===== src/rtl/simple_pkg.sv =====
// Shared constants, opcode fields and run-state type for the multi-cycle core sequencer.
package simple_pkg;

  localparam int PH_IF = 0;
  localparam int PH_ID = 1;
  localparam int PH_EX = 2;
  localparam int PH_WB = 3;
  localparam int PH_PC = 4;

  localparam logic [1:0] OPC_LD  = 2'b00;
  localparam logic [1:0] OPC_ST  = 2'b01;
  localparam logic [1:0] OPC_BR  = 2'b10;
  localparam logic [1:0] OPC_ALU = 2'b11;

  localparam logic [3:0] OP3_HLT  = 4'b1111;
  localparam logic [3:0] OP3_CMP  = 4'b0101;
  localparam logic [3:0] OP3_OUT  = 4'b1101;
  localparam logic [3:0] OP3_1110 = 4'b1110;

  localparam logic [4:0] LI_PREFIX = 5'b10000;

  typedef enum logic [1:0] {
    STOP,
    RUN,
    HALT
  } run_state_t;

  // True when exactly one bit is set; zero and multi-hot both count as illegal.
  function automatic logic is_one_hot(input logic [4:0] v);
    return (v != 5'b00000) && ((v & (v - 5'd1)) == 5'b00000);
  endfunction

endpackage


===== src/rtl/phase_ctrl_if.sv =====
// Control/status bundle between the phase sequencer and the rest of the core.
interface phase_ctrl_if #(
  parameter int CNT_W = 16
);
  logic             run;
  logic             stop;
  logic [15:0]      instr;
  logic             mem_wait;
  logic [4:0]       phase;
  logic             ir_load;
  logic             pc_load;
  logic             running;
  logic             halted;
  logic [CNT_W-1:0] retired_count;

  modport master (
    output run, stop, instr, mem_wait,
    input  phase, ir_load, pc_load, running, halted, retired_count
  );

  modport slave (
    input  run, stop, instr, mem_wait,
    output phase, ir_load, pc_load, running, halted, retired_count
  );
endinterface


===== src/rtl/phase_ctrl_instr_class.sv =====
// Combinational instruction classifier; also feeds the writeback enable logic.
module instr_class
  import simple_pkg::*;
(
  input  logic [15:0] instr,
  output logic        is_mem,
  output logic        is_hlt,
  output logic        is_skip
);

  logic [1:0] opc;
  logic [3:0] op3;
  logic       unused_bits;

  assign opc = instr[15:14];
  assign op3 = instr[7:4];

  assign is_mem = (opc == OPC_LD) || (opc == OPC_ST);
  assign is_hlt = (opc == OPC_ALU) && (op3 == OP3_HLT);

  // Instructions that neither touch memory nor write the register file.
  assign is_skip = ((opc == OPC_ALU) &&
                    ((op3 == OP3_CMP) || (op3 == OP3_OUT) ||
                     (op3 == OP3_1110) || (op3 == OP3_HLT))) ||
                   ((opc == OPC_BR) && (instr[15:11] != LI_PREFIX));

  assign unused_bits = &{1'b0, instr[10:8], instr[3:0]};

endmodule


===== src/rtl/phase_ctrl.sv =====
// One-hot phase sequencer with run/stop/halt control and retired-instruction counter.
// Optional macro PHASE_SKIP_EN lets non-memory, non-writeback instructions skip phase[3].
module phase_ctrl
  import simple_pkg::*;
#(
  parameter int CNT_W = 16
) (
  input  logic         clk,
  input  logic         rst,
  phase_ctrl_if.slave  bus
);

  run_state_t       state_q;
  run_state_t       state_d;
  logic [4:0]       phase_q;
  logic [4:0]       phase_d;
  logic [CNT_W-1:0] retired_q;
  logic             retire;
  logic             is_mem;
  logic             is_hlt;
  logic             is_skip;
  logic             skip_wb;

  instr_class u_class (
    .instr   (bus.instr),
    .is_mem  (is_mem),
    .is_hlt  (is_hlt),
    .is_skip (is_skip)
  );

`ifdef PHASE_SKIP_EN
  assign skip_wb = is_skip;
`else
  logic unused_skip;
  assign skip_wb     = 1'b0;
  assign unused_skip = is_skip;
`endif

  always_ff @(posedge clk) begin
    if (rst) begin
      state_q   <= STOP;
      phase_q   <= 5'b00000;
      retired_q <= '0;
    end else begin
      state_q <= state_d;
      phase_q <= phase_d;
      if (retire) begin
        retired_q <= retired_q + CNT_W'(1);
      end
    end
  end

  // stop is only honoured at the end of phase[4], and HLT beats it there.
  always_comb begin
    state_d = state_q;
    phase_d = phase_q;
    retire  = 1'b0;
    case (state_q)
      STOP: begin
        phase_d = 5'b00000;
        if (bus.run && !bus.stop) begin
          state_d = RUN;
          phase_d = 5'b00001;
        end
      end
      RUN: begin
        if (!is_one_hot(phase_q)) begin
          phase_d = 5'b00001;
        end else if (phase_q[PH_IF]) begin
          if (!bus.mem_wait) phase_d = 5'b00010;
        end else if (phase_q[PH_ID]) begin
          phase_d = 5'b00100;
        end else if (phase_q[PH_EX]) begin
          phase_d = skip_wb ? 5'b10000 : 5'b01000;
        end else if (phase_q[PH_WB]) begin
          if (!(is_mem && bus.mem_wait)) phase_d = 5'b10000;
        end else begin
          retire = 1'b1;
          if (is_hlt) begin
            state_d = HALT;
            phase_d = 5'b00000;
          end else if (bus.stop) begin
            state_d = STOP;
            phase_d = 5'b00000;
          end else begin
            phase_d = 5'b00001;
          end
        end
      end
      HALT: begin
        phase_d = 5'b00000;
      end
      default: begin
        state_d = STOP;
        phase_d = 5'b00000;
      end
    endcase
  end

  assign bus.phase         = phase_q;
  assign bus.ir_load       = phase_q[PH_IF] & ~bus.mem_wait;
  assign bus.pc_load       = phase_q[PH_PC];
  assign bus.running       = (state_q == RUN);
  assign bus.halted        = (state_q == HALT);
  assign bus.retired_count = retired_q;

endmodule


===== src/flat_wrapper.sv =====
// flat-port wrapper written by rule: the top's interface ports become plain ports
module phase_ctrl_flat import simple_pkg::*;
#(
  parameter int CNT_W = 16
)
  (clk, rst, bus_run, bus_stop, bus_instr, bus_mem_wait, bus_phase, bus_ir_load, bus_pc_load, bus_running, bus_halted, bus_retired_count);
  phase_ctrl_if #(.CNT_W(CNT_W)) bus_i ();
  input  logic clk;
  input  logic rst;
  input wire logic [$bits(bus_i.run)-1:0] bus_run;
  input wire logic [$bits(bus_i.stop)-1:0] bus_stop;
  input wire logic [$bits(bus_i.instr)-1:0] bus_instr;
  input wire logic [$bits(bus_i.mem_wait)-1:0] bus_mem_wait;
  output wire logic [$bits(bus_i.phase)-1:0] bus_phase;
  output wire logic [$bits(bus_i.ir_load)-1:0] bus_ir_load;
  output wire logic [$bits(bus_i.pc_load)-1:0] bus_pc_load;
  output wire logic [$bits(bus_i.running)-1:0] bus_running;
  output wire logic [$bits(bus_i.halted)-1:0] bus_halted;
  output wire logic [$bits(bus_i.retired_count)-1:0] bus_retired_count;
  assign bus_i.run = bus_run;
  assign bus_i.stop = bus_stop;
  assign bus_i.instr = bus_instr;
  assign bus_i.mem_wait = bus_mem_wait;
  assign bus_phase = bus_i.phase;
  assign bus_ir_load = bus_i.ir_load;
  assign bus_pc_load = bus_i.pc_load;
  assign bus_running = bus_i.running;
  assign bus_halted = bus_i.halted;
  assign bus_retired_count = bus_i.retired_count;
  phase_ctrl #(.CNT_W(CNT_W)) u_core (.clk(clk), .rst(rst), .bus(bus_i));
endmodule

===== config.mk =====
export PLATFORM = sky130hd
export DESIGN_NAME = phase_ctrl_flat
export DESIGN_NICKNAME = d
export VERILOG_FILES = /design/src/rtl/simple_pkg.sv /design/src/rtl/phase_ctrl_if.sv /design/src/rtl/phase_ctrl_instr_class.sv /design/src/rtl/phase_ctrl.sv /design/src/flat_wrapper.sv
export SDC_FILE = /design/constraint.sdc
export NUM_CORES = 1
export LEC_CHECK = 0
export BUFFER_PORTS_ARGS = -buffer_cell sky130_fd_sc_hd__buf_2
export CAP_MARGIN = 5
export CORE_UTILIZATION = 51
export DETAILED_ROUTE_END_ITERATION = 8
export PLACE_DENSITY_LB_ADDON = 0.1
export REMOVE_ABC_BUFFERS = 1
export SLEW_MARGIN = 40
export SYNTH_ARGS = -nofsm -noshare
export SYNTH_HDL_FRONTEND = slang
export SYNTH_SLANG_ARGS = --single-unit

===== constraint.sdc =====
create_clock -name clk -period 3.7 [get_ports clk]
set_clock_uncertainty 0.05 [all_clocks]
set_input_delay 0.37 -clock clk [delete_from_list [all_inputs] [get_ports clk]]
set_output_delay 0.37 -clock clk [all_outputs]
set_load 0.03 [all_outputs]

==> results.md, run 1 <==
* Cell count after synthesis at 139
* Placer Congestion at 0.825
* PwrDens at 296 mW/mm²
* Area after DPL at 0.00133 mm²
* Num rows at 16
* Resize count post-CTS at 0
* Post-CTS Hold Buffers at 0
* Critical path's largest stage delay at 760 ps
* ANT nets after route at 0
* Relative slew margins at 0.441
* # port buffers at 35
* Starting density of the core at 0.564
* Share of post-route cells with drive strength above 1 at 0.238
* Hold WS at 347 ps
* Synthesized cell area at 0.00115 mm²
* Root buf cell: clkbuf_4
* Fin crit period at 2530 ps
* MaxCap Viol Count at 0
* Vias/cell at 5.82
* CP max stage cell: nor4_1
* Nets at 195
* First-pass GRT wire length at 4.24 mm
* Element type at the critical path start: flop
* Sequential-to-total area share from yosys stat at 0.400
* Yosys top cell area share at 0.400
* Final setup viols at 0
* Worst slew pin tran at 831 ps
* Lkg Pwr at 0.000565 µW
* CTS H-tree lvls at 1
* DR iter-0 viols at 12
* Setup TNS at 0 ps
* Average size of a mapped cell at 8.28 µm²
* Initial antenna violation count at 0
* Sink Count at 23
* Core area at 0.00204 mm²
* Async SR Flop Fraction at 0
* DRC viols at 0
* Syn. warnings at 0
* Routed WL at 2.48 mm
* Die X at 49.5 µm
* Crit. End Element: flop
* Max FO, Critical Path at 11
* CTS tree: built
* RSZ-0062 raised after global routing: false
* Area Overhead vs Synth at 18.0%
* Final hold vios at 0
* Status: complete, no violations
* Die Y at 49.5 µm
* Max IR drop VDD at 0.300 mV
* TritonCTS Buffers at 3
* GRT overflow at 0
* Top FF cell, synth: dfxtp_1
* Vias in the first global route at 1,071
* CP Data Required Time at 3890 ps
* Post-CTS setup buffer count at 0
* Worst min path class: in2reg
* Worst Path Arrival at 2720 ps
* WS Path Type: reg2reg
* Clk buf depth at 2
* Design Area, Final at 0.00136 mm²
* Post-synth EDFFs at 0
* Synth area leader: dfxtp_1
* Worst-path clk slew at 120 ps
* Final Cycle Share at 0.683
* #FFs+latches synth at 23
* Clk_lat worst skew at 300 ps
* Die area at 0.00245 mm²
* WL/cell at 12.5 µm
* Count of cell types in the netlist at 38
* Synth area leaders: dfxtp_1, a21oi_1, o21ai_0
* Crit-path cells: nor4_1 > nand4bb_1 > or4_1 > a21oi_1
* Ant diodes at 0
* Global-route total usage across every layer at 0.218
* Largest net degree at the start of global routing at 23
* Drt pass-1 iters at 4
* Io pins at 46
* Family with the most delay on the worst path: simple AND/OR/NAND/NOR gates
* Fmax at 396 MHz
* Crit path buffers/inverters at 0
* Max Slew Vio Count at 0
* Post-DP HPWL at 1.82 mm
* Via count at 1,159
==> cells in the mapped netlist (3+ instances only) <==
library cell	number
xor2_1	4
nor4_1	4
nand3_1	5
nand4_1	6
clkbuf_1	4
nor2_1	11
o21ai_0	13
dfxtp_1	23
nand2_1	7
inv_1	6
a21oi_1	13
or3_1	8
or4_1	3
==> cell usage in the layout, fill, tap and decap left out, types with 2 or more instances in the layout <==
| cell | synthesis | routed |
|---|---|---|
| or4_1 | 3 | 3 |
| xor2_1 | 4 | 4 |
| nand2b_1 | 2 | 2 |
| o21ai_0 | 13 | 13 |
| or3_1 | 8 | 8 |
| nor2_1 | 11 | 11 |
| o21a_1 | 2 | 2 |
| buf_2 | 0 | 35 |
| nor2b_1 | 2 | 2 |
| dfxtp_1 | 23 | 23 |
| o21ba_2 | 2 | 2 |
| nand4_1 | 6 | 6 |
| a21oi_1 | 13 | 13 |
| nand2_1 | 7 | 7 |
| clkbuf_4 | 0 | 3 |
| and4_1 | 2 | 2 |
| and3_1 | 2 | 2 |
| inv_1 | 6 | 6 |
| nor4_1 | 4 | 4 |
| xnor2_1 | 2 | 2 |
| nand3_1 | 5 | 5 |
==> kinds of logic after synthesis <==
family | Yosys count | share of synthesized area
AOI/OAI and AO/OA | 38 | 0.200
muxes | 1 | 0.00870
xor gates and xnor gates | 6 | 0.0457
and+or+nand+nor | 58 | 0.291
adders and majority gates | 1 | 0.0109
DFF | 23 | 0.400
buffers and inverters | 12 | 0.0435
==> tightest hold or removal path: cells and delay by family <==
family / cells / cell delay (ps)
buffers and inverters: 1 / 80
AOI/OAI and AO/OA: 3 / 230
==> path summary, 6_finish.rpt <==
path                                  endpoint  slack, ps                          from  cells past startpoint
setup / recovery  u_core.bus.retired_count[15]       1170           u_core.bus.phase[1]                      4
hold / removal               u_core.state_q[0]        350                       bus_run                      4
setup reg to reg  u_core.bus.retired_count[15]       1170           u_core.bus.phase[1]                      4
hold reg to reg   u_core.bus.retired_count[15]        440  u_core.bus.retired_count[15]                      2
==> per-stage QoR <==
step / std cells / utilization / power [µW] / setup slack, ps
floorplan: 133 / - / 278 / 1500
global placement: 195 / 0.653 / 292 / 1340
detailed placement: 195 / 0.653 / 293 / 1260
CTS: 199 / 0.665 / 404 / 1220
global route: 199 / 0.665 / 418 / 977
finish: 199 / 0.665 / 403 / 1170
==> report_power, final <==
| group | internal (µW) | switching, µW |
|---|---|---|
| registers | 249 | 3.26 |
| logic | 13.4 | 22.4 |
| clock network | 42.1 | 72.4 |
| total | 305 | 98.0 |
==> per-layer routing <==
layer  up-vias  routed length [µm]  share of wire  GRT usage
li1        582                   -              -          -
met1       546                1120           0.45      0.254
met2        29                1230           0.50      0.388
met3         2                 115          0.046     0.0586
met4         0                   9         0.0036     0.0619
met5         -                   0              0          0
==> sequential cells by signal (all words and copies together) (netlist names) <==
register                  count
u_core.bus.phase              5
u_core.bus.retired_count     16
u_core.state_q                2
==> area by class of cell <==
type / instances / area [µm²]
Fill cell: 197 / 683
Multi-Input combinational cell: 104 / 641
Sequential cell: 23 / 460
Timing Repair Buffer: 35 / 175
Tap cell: 27 / 33.8
Clock buffer: 4 / 26.3
Inverter: 6 / 22.5
Note: power is estimated with default switching activity, not from simulation.
==> inputs of run 2 (changes only) <==
CORE_UTILIZATION = 42   (was 51)
clock period = 2.15 ns   (was 3.7 ns; I/O delays follow)
==> results.md, run 2 (synthesis results as in run 1) <==
* DR iter-0 viols at 27
* Setup TNS at 0 ps
* Relative slew margins at 0.623
* Fin util at 0.566
* Most common cell after layout, fill and taps aside: buf_2
* Status: complete, no violations
* Core area at 0.00252 mm²
* Root buf cell: clkbuf_4
* Worst Path Arrival at 2210 ps
* Final setup viols at 0
* TritonCTS Buffers at 3
* Element type at the critical path start: flop
* Io pins at 46
* Hold path start: bus_run
* Max Slew Vio Count at 0
* Fin cells at 210
* PwrDens at 490 mW/mm²
* Vias/cell at 5.64
* Die X at 54.4 µm
* CP max stage cell: or4_4
* Lkg Pwr at 0.000609 µW
* GRT overflow at 0
* Final hold vios at 0
* Area Overhead vs Synth at 24.0%
* Seq. cell area at 460 µm²
* Ant diodes at 0
* RSZ-0062 raised after global routing: false
* Max IR drop VDD at 0.343 mV
* Share of post-route cells with drive strength above 1 at 0.283
* CP Data Required Time at 2350 ps
* Crit path buffers/inverters at 0
* Worst Setup SP: u_core.bus.phase[1]
* Family with the most delay on the worst path: simple AND/OR/NAND/NOR gates
* Worst min path class: in2reg
* Worst-path clk slew at 130 ps
* Met3 wire length at 109 µm
* Crit-path cells: or4_4 > or4_4 > or3_1 > a21oi_1
* Worst slew pin tran at 566 ps
* Placed insts at 206
* Clk_lat worst skew at 310 ps
* Initial antenna violation count at 0
* Crit. End Element: flop
* Routed WL at 2.65 mm
* Met2 wire length at 1.29 mm
* Critical path's largest stage delay at 550 ps
* Num rows at 18
* Largest net degree at the start of global routing at 23
* Starting density of the core at 0.456
* Met1 WL at 1.22 mm
* CTS H-tree lvls at 1
* R2r startpoint: u_core.bus.phase[1]
* Sink Count at 23
* MaxCap Viol Count at 0
* Tot Pwr at 700 µW
* Area taken by multi-input logic gates at 644 µm²
* Top layer in use: met4
* Via count at 1,185
* # port buffers at 35
* Post-Place Setup Slack at 34.9 ps
* Nets at 203
* WS Path Type: reg2reg
* Final Cycle Share at 0.937
* Most frequent cells in the layout: buf_2, dfxtp_1, o21ai_0, a21oi_1, nor2_1
* Largest register FFs at 16
* Clk buf depth at 2
* Post-DP HPWL at 1.99 mm
* First-pass GRT wire length at 4.37 mm
* Global-route total usage across every layer at 0.204
* Placer Congestion at 0.819
* Vias in the first global route at 1,048
* DRC viols at 0
* Fin crit period at 2010 ps
* Die Y at 54.4 µm
* Fill cell count at 258
* Max FO, Critical Path at 9
* ANT nets after route at 0
* Crit path top cell by count: or4_4
* Drt pass-1 iters at 4
* CTS tree: built
* Setup ws final at 136 ps
* WL/cell at 12.6 µm
* Die area at 0.00295 mm²
* Fmax at 497 MHz
## run 2: worst min-delay path, delay by kind of cell
| family | cells | cell delay (ps) |
|---|---|---|
| AOI/OAI and AO/OA | 3 | 240 |
| buffers and inverters | 1 | 90 |
## run 2: power breakdown
part | total, µW | switching [µW] | internal, µW
Combinational | 72.9 | 43.2 | 29.6
Sequential | 432 | 2.88 | 429
Clock | 196 | 126 | 69.4
## run 2: layout make-up
class,instances,share of cell area
Multi-Input combinational cell,104,0.451
Sequential cell,23,0.323
Timing Repair Buffer,43,0.165
Tap cell,30,0.0263
Clock buffer,3,0.0158
Inverter,6,0.0158
Clock inverter,1,0.00351
## run 2: final timing paths
check	to	slack, ps	cells after the start
max reg2reg	u_core.bus.retired_count[14]	140	4
min	u_core.state_q[0]	210	4
max	u_core.bus.retired_count[14]	140	4
min reg2reg	u_core.bus.retired_count[15]	440	2
## run 2: timing repair
action / in CTS / in global routing
gates resized for setup: 0 / 1
setup endpoints to repair: 0 / 3
hold buffers: 0 / 0
setup buffers: 0 / 0
hold endpoints to repair: 0 / 0
## run 2: routing by layer
| metal | track usage | up-vias |
|---|---|---|
| li1 | - | 600 |
| met1 | 0.247 | 554 |
| met2 | 0.356 | 27 |
| met3 | 0.0250 | 4 |
| met4 | 0.0897 | 0 |
| met5 | 0 | - |
## run 2: through the flow
step / hold WS (ps) / area, µm²
6_report: 208 / 1430
5_1_grt: 241 / 1430
4_1_cts: 194 / 1420
3_5_place_dp: 422 / 1400
3_3_place_gp: 409 / 1400
2_1_floorplan: 234 / 1120
